`src/rtl/ws_array_if.sv`:
```
// Control/status bundle between a tile requester and the weight-stationary array sequencer.
// The requester drives start/skip_wload/num_vec; the sequencer drives everything else.
interface ws_array_if #(
    parameter int ROWS  = 4,
    parameter int VEC_W = 8
) ();
    localparam int AW = (ROWS > 1) ? $clog2(ROWS) : 1;

    logic             start;
    logic             skip_wload;
    logic [VEC_W-1:0] num_vec;
    logic             busy;
    logic             done;
    logic             w_rd_en;
    logic [AW-1:0]    w_rd_addr;
    logic             weight_wen;
    logic             act_rd_en;
    logic [VEC_W-1:0] act_rd_addr;
    logic [ROWS-1:0]  out_valid;

    modport master (
        output start, skip_wload, num_vec,
        input  busy, done, w_rd_en, w_rd_addr, weight_wen,
               act_rd_en, act_rd_addr, out_valid
    );

    modport slave (
        input  start, skip_wload, num_vec,
        output busy, done, w_rd_en, w_rd_addr, weight_wen,
               act_rd_en, act_rd_addr, out_valid
    );
endinterface

```
`src/rtl/ws_array_ctrl.sv`:
```
// Tile sequencer for a weight-stationary MAC systolic array: weight shift-load,
// activation streaming, pipeline drain, and per-row result-valid strobes.
module ws_array_ctrl #(
    parameter int ROWS    = 4,
    parameter int COLS    = 4,
    parameter int VEC_W   = 8,
    parameter int OUT_LAT = 5
) (
    input logic       clk,
    input logic       rst_n,
    ws_array_if.slave bus
);
    localparam int AW = (ROWS > 1) ? $clog2(ROWS) : 1;
    localparam int LW = $clog2(ROWS + 1);
    localparam int DL = OUT_LAT + ROWS - 1;
    localparam int DW = $clog2(DL + 1);

    localparam logic [LW-1:0]    ROWS_L   = LW'(ROWS);
    localparam logic [DW-1:0]    DRAIN_LAST = DW'(DL - 1);
    localparam logic [VEC_W-1:0] VEC_ONE  = VEC_W'(1);

    typedef enum logic [2:0] {
        S_IDLE,
        S_LOAD,
        S_COMPUTE,
        S_DRAIN,
        S_FIN
    } state_t;

    state_t           state_reg, state_next;
    logic [LW-1:0]    load_cnt_reg, load_cnt_next;
    logic [VEC_W-1:0] vec_cnt_reg, vec_cnt_next;
    logic [DW-1:0]    drain_cnt_reg, drain_cnt_next;
    logic [VEC_W-1:0] num_vec_reg, num_vec_next;
    logic [DL-1:0]    dly_reg;

    logic             busy_c;
    logic             done_c;
    logic             w_rd_en_c;
    logic [AW-1:0]    w_rd_addr_c;
    logic             weight_wen_c;
    logic             act_rd_en_c;
    logic [VEC_W-1:0] act_rd_addr_c;

    always_ff @(posedge clk or negedge rst_n) begin
        if (!rst_n) begin
            state_reg     <= S_IDLE;
            load_cnt_reg  <= '0;
            vec_cnt_reg   <= '0;
            drain_cnt_reg <= '0;
            num_vec_reg   <= '0;
        end else begin
            state_reg     <= state_next;
            load_cnt_reg  <= load_cnt_next;
            vec_cnt_reg   <= vec_cnt_next;
            drain_cnt_reg <= drain_cnt_next;
            num_vec_reg   <= num_vec_next;
        end
    end

    always_comb begin
        state_next     = state_reg;
        load_cnt_next  = load_cnt_reg;
        vec_cnt_next   = vec_cnt_reg;
        drain_cnt_next = drain_cnt_reg;
        num_vec_next   = num_vec_reg;
        busy_c         = 1'b0;
        done_c         = 1'b0;
        w_rd_en_c      = 1'b0;
        w_rd_addr_c    = '0;
        weight_wen_c   = 1'b0;
        act_rd_en_c    = 1'b0;
        // Address stays on the last used index between reads so it never goes X.
        act_rd_addr_c  = vec_cnt_reg;

        unique case (state_reg)
            S_IDLE: begin
                if (bus.start) begin
                    num_vec_next   = bus.num_vec;
                    load_cnt_next  = '0;
                    vec_cnt_next   = '0;
                    drain_cnt_next = '0;
                    if (!bus.skip_wload)
                        state_next = S_LOAD;
                    else if (bus.num_vec == '0)
                        state_next = S_FIN;
                    else
                        state_next = S_COMPUTE;
                end
            end

            S_LOAD: begin
                busy_c = 1'b1;
                // Bottom row is read first; the shift enable trails the read by the buffer latency.
                if (load_cnt_reg < ROWS_L) begin
                    w_rd_en_c   = 1'b1;
                    w_rd_addr_c = AW'(ROWS_L - LW'(1) - load_cnt_reg);
                end
                weight_wen_c = (load_cnt_reg != '0);
                if (load_cnt_reg == ROWS_L) begin
                    state_next = (num_vec_reg == '0) ? S_FIN : S_COMPUTE;
                end else begin
                    load_cnt_next = load_cnt_reg + LW'(1);
                end
            end

            S_COMPUTE: begin
                busy_c      = 1'b1;
                act_rd_en_c = 1'b1;
                // Compare against num_vec-1 so a full-range count never needs a wider counter.
                if (vec_cnt_reg == num_vec_reg - VEC_ONE) begin
                    state_next     = S_DRAIN;
                    drain_cnt_next = '0;
                end else begin
                    vec_cnt_next = vec_cnt_reg + VEC_ONE;
                end
            end

            S_DRAIN: begin
                busy_c = 1'b1;
                if (drain_cnt_reg == DRAIN_LAST)
                    state_next = S_FIN;
                else
                    drain_cnt_next = drain_cnt_reg + DW'(1);
            end

            S_FIN: begin
                busy_c     = 1'b1;
                done_c     = 1'b1;
                state_next = S_IDLE;
            end

            default: begin
                state_next = S_IDLE;
            end
        endcase
    end

    // Delay line: bit i holds act_rd_en from i+1 cycles ago.
    generate
        for (genvar gi = 0; gi < DL; gi++) begin : g_dly
            always_ff @(posedge clk or negedge rst_n) begin
                if (!rst_n)
                    dly_reg[gi] <= 1'b0;
                else if (gi == 0)
                    dly_reg[gi] <= act_rd_en_c;
                else
                    dly_reg[gi] <= dly_reg[(gi > 0) ? gi - 1 : 0];
            end
        end

        for (genvar gi = 0; gi < ROWS; gi++) begin : g_out_valid
            assign bus.out_valid[gi] = dly_reg[OUT_LAT + gi - 1];
        end
    endgenerate

    assign bus.busy        = busy_c;
    assign bus.done        = done_c;
    assign bus.w_rd_en     = w_rd_en_c;
    assign bus.w_rd_addr   = w_rd_addr_c;
    assign bus.weight_wen  = weight_wen_c;
    assign bus.act_rd_en   = act_rd_en_c;
    assign bus.act_rd_addr = act_rd_addr_c;

endmodule

```
`src/flat_wrapper.sv`:
```
// flat-port wrapper written by rule: the top's interface ports become plain ports
module ws_array_ctrl_flat 
#(
    parameter int ROWS    = 4,
    parameter int COLS    = 4,
    parameter int VEC_W   = 8,
    parameter int OUT_LAT = 5
)
  (clk, rst_n, bus_start, bus_skip_wload, bus_num_vec, bus_busy, bus_done, bus_w_rd_en, bus_w_rd_addr, bus_weight_wen, bus_act_rd_en, bus_act_rd_addr, bus_out_valid);
  ws_array_if #(.ROWS(ROWS), .VEC_W(VEC_W)) bus_i ();
  input logic clk;
  input logic rst_n;
  input wire logic [$bits(bus_i.start)-1:0] bus_start;
  input wire logic [$bits(bus_i.skip_wload)-1:0] bus_skip_wload;
  input wire logic [$bits(bus_i.num_vec)-1:0] bus_num_vec;
  output wire logic [$bits(bus_i.busy)-1:0] bus_busy;
  output wire logic [$bits(bus_i.done)-1:0] bus_done;
  output wire logic [$bits(bus_i.w_rd_en)-1:0] bus_w_rd_en;
  output wire logic [$bits(bus_i.w_rd_addr)-1:0] bus_w_rd_addr;
  output wire logic [$bits(bus_i.weight_wen)-1:0] bus_weight_wen;
  output wire logic [$bits(bus_i.act_rd_en)-1:0] bus_act_rd_en;
  output wire logic [$bits(bus_i.act_rd_addr)-1:0] bus_act_rd_addr;
  output wire logic [$bits(bus_i.out_valid)-1:0] bus_out_valid;
  assign bus_i.start = bus_start;
  assign bus_i.skip_wload = bus_skip_wload;
  assign bus_i.num_vec = bus_num_vec;
  assign bus_busy = bus_i.busy;
  assign bus_done = bus_i.done;
  assign bus_w_rd_en = bus_i.w_rd_en;
  assign bus_w_rd_addr = bus_i.w_rd_addr;
  assign bus_weight_wen = bus_i.weight_wen;
  assign bus_act_rd_en = bus_i.act_rd_en;
  assign bus_act_rd_addr = bus_i.act_rd_addr;
  assign bus_out_valid = bus_i.out_valid;
  ws_array_ctrl #(.ROWS(ROWS), .COLS(COLS), .VEC_W(VEC_W), .OUT_LAT(OUT_LAT)) u_core (.clk(clk), .rst_n(rst_n), .bus(bus_i));
endmodule
```
`config.mk`:
```
export PLATFORM = sky130hd
export DESIGN_NAME = ws_array_ctrl_flat
export DESIGN_NICKNAME = d
export VERILOG_FILES = /design/src/rtl/ws_array_if.sv /design/src/rtl/ws_array_ctrl.sv /design/src/flat_wrapper.sv
export SDC_FILE = /design/constraint.sdc
export NUM_CORES = 1
export LEC_CHECK = 0
export ABC_AREA = 1
export ABC_CLOCK_PERIOD_IN_PS = 4900
export CAP_MARGIN = 25
export CORE_ASPECT_RATIO = 0.9
export CORE_MARGIN = 4
export CORE_UTILIZATION = 40
export CTS_CLUSTER_DIAMETER = 150
export DETAILED_ROUTE_END_ITERATION = 10
export GPL_TIMING_DRIVEN = 0
export HOLD_SLACK_MARGIN = 0.02
export PLACE_DENSITY = 0.64
export SYNTH_ARGS = -nofsm -noshare
export SYNTH_HDL_FRONTEND = slang
export SYNTH_SLANG_ARGS = --single-unit
export TNS_END_PERCENT = 1
```
`constraint.sdc`:
```
create_clock -name clk -period 4.9 [get_ports clk]
set_input_delay 0.49 -clock clk [delete_from_list [all_inputs] [get_ports clk]]
set_output_delay 0.49 -clock clk [all_outputs]
set_load 0.01 [all_outputs]
```
# After elaboration in Yosys (flattened, before gate mapping)
# Cells that the tools add are included.
# op_classes
reduce_logical	13
n_lt_le_gt_ge	1
n_eq_ne	14
n_addsub	5
mux	26
# op_table
cell	n
two-way mux 3 bit	9
zero test 8 bit	2
two-way mux 8 bit	2
one-hot mux 8 bit (2 select lines)	1
two-way mux 4 bit	3
one-hot mux 3 bit (4 select lines)	1
one-hot mux 4 bit (3 select lines)	1
adder 8 x 1 -> 8 bit (second input constant)	1
equality test 8 bit	1
inequality test 2 bit (second input constant)	4
AND reduction 4 bit	2
subtractor 8 x 1 -> 8 bit (second input constant)	1
equality test 3 x 2 -> 1 bit (second input constant)	2
equality test 3 bit (second input constant)	2
two-way mux 1 bit	6
inequality test 2 x 1 -> 1 bit (second input constant)	3
one-hot mux 3 bit (2 select lines)	1
AND reduction 3 bit	2
nonzero test 3 bit	2
adder 4 x 1 -> 4 bit (second input constant)	1
equality test 4 x 3 -> 1 bit (second input constant)	1
two-way mux 2 bit	2
nonzero test 2 bit	2
OR reduction 4 bit	1
other kinds (6)	6
# word_totals
word_cells	72
regBits	34

# Longest topological paths before layout
# Gate-level depths: netlist of the first run.
# logic_depth
ltp_word	5
ltp_mapped	15

# Worst setup path before layout of the first run
# No wires, ideal clock.
# synth_path
path_type	register to output
startpoint	register u_core.state_reg[1]
endpoint	output bus_w_rd_addr[0]
path_stages_with_launch	4
arrival_ps	1218
slack_ps	3192
path_cell_list	dfrtp_1 nor3_1 inv_1 nor3_1
# synth_via
elab_chain_len	2
# synth_rtl
element	line	source
from (decl)	ws_array_ctrl.sv:30	state_t state_reg, state_next;
from (signal assigned)	ws_array_ctrl.sv:53	state_reg <= state_next;
equality test 3 x 1 -> 1 bit	ws_array_ctrl.sv:76	unique case (state_reg)
two-way mux 2 bit	ws_array_ctrl.sv:76	
to (decl)	flat_wrapper.sv:19	output wire logic [$bits(bus_i.w_rd_addr)-1:0] bus_w_rd_addr;
# No other way between the ends.

# Worst setup path after layout of the first run
# Ends and elaborated chain as after synthesis.

==> qor.log, run 1 <==
INFO  outcome        status=finished clean
INFO  sta            fmax=0.3760GHz
INFO  pwr            power_switching_share=0.2078
INFO  critical_path  path_buf_inv=2
INFO  cts            cts_num_sinks=34
INFO  cts            worst_skew_pair.late_latency=0.28ns
INFO  global_routing number_of_global_route_vias_before_repair=1701
INFO  sta            relSlewSlack=0.5055
INFO  sta            finalHoldViolations=0
INFO  floorplan      die_y=75.60um
INFO  final_layout   antenna_cells=0
INFO  pwr            power.sequential.fraction=0.506
INFO  place          port_buffers=30
INFO  yosys          synth.top_cell.area_share=0.4190
INFO  global_routing largest_net_degree_at_the_start_of_global_routing=35
INFO  yosys          synth-seq-area-share=0.4190
INFO  critical_path  critical_path_required=4.41ns
INFO  final_layout   post_route_cells_drive_above_1_share=0.1006
INFO  yosys          post_synth_inst_count=270
INFO  final_layout   multiInputGateArea=983.4um2
INFO  routing        mean_routed_wirelength_per_cell=11.65um
INFO  pwr            irDropWorstVdd=0.0001577V
INFO  yosys          synth.lib_cells_used.distinct=30
INFO  cts            cts_inserted_buffers=5
INFO  sta            final_period_minus_worst_setup_slack=2.660ns
INFO  cts            cts_htree_levels=2
INFO  critical_path  critPathLaunchType=register
INFO  yosys          most_instantiated_library_cell_after_synthesis=sky130_fd_sc_hd__nand2_1
INFO  critical_path  endpoint_kind=output pin
INFO  pwr            internal_power=439.2uW
INFO  floorplan      design.die.area=6282um2
INFO  floorplan      width_of_the_die=83.11um
INFO  yosys          synthTopCellsByArea=sky130_fd_sc_hd__dfrtp_1 42%, sky130_fd_sc_hd__nand2_1 12%, sky130_fd_sc_hd__nor2_1 7.0%
INFO  cts            cts.reportedPaths.clkPinSlew=0.07ns
INFO  routing        wl=4344um
INFO  yosys          synth_enable_flop_cells=0
INFO  sta            fin_crit_sh=0.5428
INFO  place          place_hpwl=3374um
INFO  routing        drtAntennaViolNets=0
INFO  sta            final_report_max_slew_violation_count=0
INFO  cts            cts_tree=built
INFO  yosys          synth_warnings=0
INFO  sta            final.setup_skew=0.006422ns
INFO  final_layout   number_of_nets_at_the_end_of_the_flow=325
INFO  place          finalWeightedCongestion=0.8248
INFO  sta            rsz0062_at_grt=false
INFO  cts            post_cts.resized_instances=0
INFO  sta            fin_tns_setup=0ns
INFO  critical_path  critPathTopFamily=buffers and inverters
INFO  yosys          synth_top_cell_by_area=sky130_fd_sc_hd__dfrtp_1
INFO  cts            cts_hold_buf=0
INFO  pwr            combinational_power_share=0.028
INFO  floorplan      io_pins=31
INFO  global_routing grt_antenna_before_repair=0
INFO  sta            finalSetupViolations=0
INFO  global_routing grt-ovfl-total=0
INFO  cts            max-clock-path-buffers=2
INFO  final_layout   number_of_fill_cells=485
INFO  critical_path  crit_path_slowest_cell=sky130_fd_sc_hd__clkdlybuf4s50_1
INFO  yosys          synth_top_flop_cell=sky130_fd_sc_hd__dfrtp_1
INFO  worst_hold_path hold_path_class=input port to async pin
INFO  floorplan      initial_core_utilization=0.4174
INFO  yosys          async_flop_share=1.000
INFO  pwr            clkPwrFrac=0.467
INFO  critical_path  worst_path_largest_cell_delay=0.56ns
INFO  critical_path  cell_mode_on_critical_path=sky130_fd_sc_hd__nor3_1
INFO  sta            tightestPinTransition=0.7418ns
INFO  final_layout   seqCellArea=850.8um2
INFO  pwr            power.net_switching=115.2uW
INFO  routing        drc_errors=0
INFO  global_routing grt_util_all_layers=0.1543
INFO  routing        first_iter_violations=105
INFO  critical_path  critical_path_peak_fanout=6
INFO  pwr            cellPowerDensity=219.9nW/um2
INFO  floorplan      core-area=4865um2
INFO  yosys          synthesized_area_per_cell=7.521um2
INFO  final_layout   area.growth.synth_to_final=24.15%
INFO  global_routing first_pass_grt_wire_length=7686um
INFO  yosys          post_synth_instance_area=2031um2
INFO  routing        detailroute.via_count=1779
INFO  yosys          synth_commonest_cells=67 x sky130_fd_sc_hd__nand2_1, 38 x sky130_fd_sc_hd__nor2_1, 34 x sky130_fd_sc_hd__dfrtp_1
INFO  yosys          postSynthRegisterBits=34
INFO  cts            ctsRootBufferMaster=sky130_fd_sc_hd__clkbuf_8
INFO  critical_path  crit_chain=nor3_1 > inv_1 > nor3_1 > clkdlybuf4s50_1
INFO  job            drv.max_cap_violation_count=0
INFO  floorplan      row_count=24
INFO  critical_path  arrival=2.17ns
INFO  yosys          syn-num-nets=288
INFO  routing        detailedRoute.firstPassIterationCount=4
INFO  routing        vias_per_cell=4.769
INFO  cts            post_cts.repair.setup_buffers=0
INFO  critical_path  setup.worst_path.class=register to output pin
INFO  sta            timing.hold.ws=0.2676ns
INFO  pwr            power.leakage=0.001199uW
-- area by class of cell --
type                    instances  area share
plain buffers                  10     0.02730
clock inverters                 3     0.01787
inverters                      34     0.05062
multi-input cells             192      0.3901
clock buffers                   5     0.02730
flip-flops and latches         34      0.3375
well taps                      65     0.03226
repair buffers                 30      0.1171
-- per-layer routing --
| metal | global-route usage | wire length (um) | vias to the layer above |
|---|---|---|---|
| met5 | 0 | 0 | - |
| met4 | 0.05808 | 54 | 0 |
| met3 | 0.04432 | 173 | 4 |
| met2 | 0.2420 | 1883 | 31 |
| met1 | 0.2056 | 2233 | 823 |
| li1 | - | - | 921 |
-- power by group through the flow --
stage               registers [uW]  logic [uW]  clock network (uW)
global route                   280        17.4                 281
detailed placement             286        16.0                   0
finish                         280        15.3                 259
CTS                            280        16.0                 266
global placement               286        16.2                   0
floorplan                      286       0.653                   0
-- cells in the final DEF, fill, tap and decap left out, types with 2 or more instances in the layout --
master                            Yosys  layout
sky130_fd_sc_hd__buf_4                4       4
sky130_fd_sc_hd__nor4_1               2       2
sky130_fd_sc_hd__nand3_1             20      20
sky130_fd_sc_hd__nand4_1              4       4
sky130_fd_sc_hd__nor3_1               8       8
sky130_fd_sc_hd__ha_1                 6       6
sky130_fd_sc_hd__clkbuf_1             2       2
sky130_fd_sc_hd__nand2_2              4       4
sky130_fd_sc_hd__xor2_1               9       9
sky130_fd_sc_hd__buf_6                2       2
sky130_fd_sc_hd__a21oi_1             13      13
sky130_fd_sc_hd__dfrtp_1             34      34
sky130_fd_sc_hd__inv_1               33      33
sky130_fd_sc_hd__clkdlybuf4s50_1      0      29
sky130_fd_sc_hd__clkbuf_8             0       5
sky130_fd_sc_hd__clkinvlp_4           0       2
sky130_fd_sc_hd__o21ai_2              5       5
sky130_fd_sc_hd__o21ai_0              4       4
sky130_fd_sc_hd__nor2_1              38      38
sky130_fd_sc_hd__xnor2_1              3       3
sky130_fd_sc_hd__nand2_1             67      67
-- cells by family (layout without fill, tap and decap cells) --
kind of cell	after synthesis	after routing	synth area share
buffers and inverters	44	82	0.09673
XOR/XNOR	12	12	0.05176
adder cells (fa/ha/maj)	6	6	0.03697
AND/OR/NAND/NOR	150	150	0.3266
AO/OA/AOI/OAI	24	24	0.06901
flip-flops	34	34	0.4190
-- path summary, 6_finish.rpt --
check                                                      end                         startpoint  slack, ns  cells after the start
setup / recovery                              bus_w_rd_addr[0]    u_core.state_reg[1]$_DFFE_PN0P_       2.24                      4
hold / removal                     u_core.dly_reg[2]$_DFF_PN0_                              rst_n       0.27                      1
setup reg to reg           u_core.drain_cnt_reg[1]$_DFFE_PN0P_  u_core.num_vec_reg[0]$_DFFE_PN0P_       2.94                     14
hold reg to reg                    u_core.dly_reg[1]$_DFF_PN0_        u_core.dly_reg[0]$_DFF_PN0_       0.35                      0
max in group asynchronous    u_core.num_vec_reg[4]$_DFFE_PN0P_                              rst_n       4.16                      1
min in group clk                   u_core.dly_reg[1]$_DFF_PN0_        u_core.dly_reg[0]$_DFF_PN0_       0.35                      0
-- stage by stage --
stage	instance area (um2)	util	cells	setup slack (ns)	power (uW)
after floorplan	2031	-	270	3.192	286.6
after global placement	2412	0.4959	365	2.611	302.2
after detailed placement	2407	0.4949	365	2.568	301.9
after CTS	2521	0.5183	373	2.246	561.9
after global routing	2521	0.5183	373	2.057	578.5
final	2521	0.5183	373	2.240	554.4
No activity file was read; power rests on OpenSTA's default activity.
==> run 2: changes to the inputs <==
--- a/config.mk
+++ b/config.mk
@@ -6,7 +6,7 @@
 export NUM_CORES = 1
 export LEC_CHECK = 0
 export ABC_AREA = 1
-export ABC_CLOCK_PERIOD_IN_PS = 4900
+export ABC_CLOCK_PERIOD_IN_PS = 2600
 export CAP_MARGIN = 25
 export CORE_ASPECT_RATIO = 0.9
 export CORE_MARGIN = 4
==> constraint.sdc (replaced) <==
create_clock -name clk -period 2.6 [get_ports clk]
set_input_delay 0.26 -clock clk [delete_from_list [all_inputs] [get_ports clk]]
set_output_delay 0.26 -clock clk [all_outputs]
set_load 0.01 [all_outputs]
==> run 2 against run 1 <==
  * First-iteration DRC count is 0.95% lower
  * Power is 88% higher
  * Critical path type unchanged
  * Worst hold slack worse by 0.23 ns
  * Combinational power is 88% higher
  * Count of clock-buffer cells in the layout stayed put
  * Register-to-register slack worse by 2.3 ns
  * Largest cell class unchanged
  * Sequential power is 89% higher
==> qor.log, run 2 (same netlist as run 1, synthesis figures left out) <==
INFO  outcome        status=finished clean
INFO  job            drv.max_cap_violation_count=0
INFO  sta            relSlewSlack=0.5059
INFO  cts            cts_num_sinks=34
INFO  pwr            power.leakage=0.001199uW
INFO  routing        route.layer.met1.wl=2241um
INFO  sta            final_period_minus_worst_setup_slack=2.245ns
INFO  pwr            combinational_power_share=0.028
INFO  cts            cts_tree=built
INFO  final_layout   post_route_cells_drive_above_1_share=0.1039
INFO  pwr            internal_power=827.8uW
INFO  routing        detailedRoute.firstPassIterationCount=4
INFO  final_layout   antenna_cells=0
INFO  cts            max-clock-path-buffers=2
INFO  floorplan      core-area=4865um2
INFO  critical_path  setup.worst_path.class=register to output pin
INFO  sta            finalHoldViolations=0
INFO  pwr            power.sequential.fraction=0.506
INFO  pwr            cellPowerDensity=413.3nW/um2
INFO  critical_path  critPathTopFamily=buffers and inverters
INFO  floorplan      io_pins=31
INFO  floorplan      design.die.area=6282um2
INFO  sta            final.setup_skew=0.007354ns
INFO  place          place_hpwl=3374um
INFO  critical_path  critical_path_peak_fanout=6
INFO  worst_hold_path hold_path_class=input port to async pin
INFO  sta            rsz0062_at_grt=false
INFO  critical_path  crit_path_slowest_cell=sky130_fd_sc_hd__clkdlybuf4s50_1
INFO  critical_path  arrival=1.98ns
INFO  routing        first_iter_violations=104
INFO  critical_path  critical_path.reg2reg.endpoint=u_core.drain_cnt_reg[1]$_DFFE_PN0P_
INFO  sta            setup_ws=0.3551ns
INFO  cts            cts.reportedPaths.clkPinSlew=0.07ns
INFO  final_layout   number_of_fill_cells=486
INFO  routing        vias_per_cell=4.772
INFO  routing        route.met3.wl=160um
INFO  floorplan      width_of_the_die=83.11um
INFO  sta            final_report_max_slew_violation_count=0
INFO  floorplan      die_y=75.60um
INFO  cts            worst_skew_pair.late_latency=0.28ns
INFO  place          finalWeightedCongestion=0.8248
INFO  cts            cts_inserted_buffers=5
INFO  place          port_buffers=30
INFO  floorplan      initial_core_utilization=0.4174
INFO  routing        met2RoutedLength=1885um
INFO  sta            timing.hold.ws=0.03725ns
INFO  critical_path  setup.reg_to_reg.worst_slack=0.64ns
INFO  final_layout   most-common-layout-cells=67 x sky130_fd_sc_hd__nand2_1, 38 x sky130_fd_sc_hd__nor2_1, 34 x sky130_fd_sc_hd__dfrtp_1, 33 x sky130_fd_sc_hd__inv_1, 29 x sky130_fd_sc_hd__clkdlybuf4s50_1
INFO  routing        wl=4343um
INFO  cts            cts_hold_buf=0
INFO  global_routing grt-ovfl-total=0
INFO  global_routing number_of_global_route_vias_before_repair=1701
INFO  final_layout   most_common_cell_after_layout_fill_and_taps_aside=sky130_fd_sc_hd__nand2_1
INFO  routing        detailroute.via_count=1780
INFO  place          detailedPlace.worstSlack=0.4983ns
INFO  routing        drc_errors=0
INFO  pwr            clkPwrFrac=0.466
INFO  critical_path  worst_path_largest_cell_delay=0.56ns
INFO  routing        routed.top_layer=met4
INFO  global_routing grt_antenna_before_repair=0
INFO  final_layout   multiInputGateArea=988.4um2
INFO  critical_path  endpoint_kind=output pin
INFO  cts            ctsRootBufferMaster=sky130_fd_sc_hd__clkbuf_8
INFO  critical_path  path_buf_inv=2
INFO  routing        drtAntennaViolNets=0
INFO  sta            fin_tns_setup=0ns
INFO  floorplan      row_count=24
INFO  final_layout   number_of_nets_at_the_end_of_the_flow=325
INFO  sta            finalSetupViolations=0
INFO  global_routing largest_net_degree_at_the_start_of_global_routing=35
INFO  pwr            power_switching_share=0.2073
INFO  critical_path  rr_worst_depth=14
INFO  final_layout   seqCellArea=850.8um2
INFO  final_layout   area.growth.synth_to_final=24.40%
INFO  critical_path  critical_path_required=2.34ns
INFO  critical_path  r2r-start=u_core.num_vec_reg[0]$_DFFE_PN0P_
INFO  pwr            power.net_switching=216.4uW
INFO  routing        mean_routed_wirelength_per_cell=11.64um
INFO  sta            fmax=0.4455GHz
INFO  pwr            irDropWorstVdd=0.0002973V
INFO  sta            tightestPinTransition=0.7412ns
INFO  critical_path  crit_chain=nor3_2 > inv_1 > nor3_1 > clkdlybuf4s50_1
INFO  pwr            design_power_total=1044uW
INFO  global_routing grt_util_all_layers=0.1543
INFO  critical_path  critPathLaunchType=register
INFO  cts            cts_htree_levels=2
INFO  sta            fin_crit_sh=0.8634
INFO  global_routing first_pass_grt_wire_length=7686um
-- run 2: cell counts in the layout (fill, tap and decap cells not counted) --
No cell type changed its count.
-- run 2: worst max-delay path by stage --
stage / start / end / slack (ns) / depth (start not counted)
finish: u_core.state_reg[1]$_DFFE_PN0P_ / bus_w_rd_addr[0] / 0.36 / 4
global route: u_core.state_reg[1]$_DFFE_PN0P_ / bus_w_rd_addr[1] / 0.19 / 4
CTS: u_core.state_reg[1]$_DFFE_PN0P_ / bus_w_rd_addr[0] / 0.18 / 4
detailed placement: u_core.state_reg[1]$_DFFE_PN0P_ / bus_w_rd_addr[0] / 0.50 / 4
global placement: rst_n / u_core.num_vec_reg[4]$_DFFE_PN0P_ / 0.54 / 1
floorplan: u_core.num_vec_reg[0]$_DFFE_PN0P_ / u_core.bus.act_rd_addr[0]$_DFFE_PN0P_ / 0.91 / 13
-- run 2: worst register-to-register path: stages, from the launching register on --
cell,delay (ns)
sky130_fd_sc_hd__dfrtp_1,0.40
sky130_fd_sc_hd__inv_1,0.18
sky130_fd_sc_hd__ha_1,0.26
sky130_fd_sc_hd__nand2_1,0.12
sky130_fd_sc_hd__nand2_1,0.07
sky130_fd_sc_hd__nand2_1,0.05
sky130_fd_sc_hd__nand2_1,0.05
sky130_fd_sc_hd__nand2_1,0.05
sky130_fd_sc_hd__nor2_1,0.09
sky130_fd_sc_hd__nand3_1,0.10
sky130_fd_sc_hd__nand2_2,0.09
sky130_fd_sc_hd__buf_6,0.15
sky130_fd_sc_hd__nand3_4,0.09
sky130_fd_sc_hd__nand2_1,0.10
sky130_fd_sc_hd__nand2_1,0.05
-- run 2: through the flow --
step / utilization / cell area (um2) / cells
final: 0.5193 / 2526 / 373
after global routing: 0.5193 / 2526 / 373
after CTS: 0.5183 / 2521 / 373
after detailed placement: 0.4949 / 2407 / 365
after global placement: 0.4959 / 2412 / 365
after floorplan: - / 2031 / 270
-- run 2: final cells by class --
type / count / area share
Multi-Input combinational cell: 192 / 0.3913
Sequential cell: 34 / 0.3368
Timing Repair Buffer: 30 / 0.1169
Inverter: 34 / 0.05052
Tap cell: 65 / 0.03219
Clock buffer: 5 / 0.02724
Buffer: 10 / 0.02724
Clock inverter: 3 / 0.01783
-- run 2: timing repair --
| item | 4_1_cts | 5_1_grt |
|---|---|---|
| resized for setup | 0 | 1 |
| buffers inserted | 0 | 0 |
| setup endpoints to repair | 0 | 2 |
| endpoints found under the hold margin | 0 | 0 |
-- run 2: power groups by stage --
| stage | Sequential [uW] | Clock [uW] | Combinational [uW] |
|---|---|---|---|
| global placement | 539 | 0 | 30.6 |
| CTS | 528 | 500 | 30.1 |
| floorplan | 539 | 0 | 1.23 |
| detailed placement | 539 | 0 | 30.1 |
| global route | 528 | 529 | 32.8 |
| finish | 529 | 487 | 28.8 |
-- run 2: metal layers --
metal	track usage	vias up
met3	0.04432	4
li1	-	921
met2	0.2420	27
met5	0	-
met1	0.2056	828
met4	0.05808	0
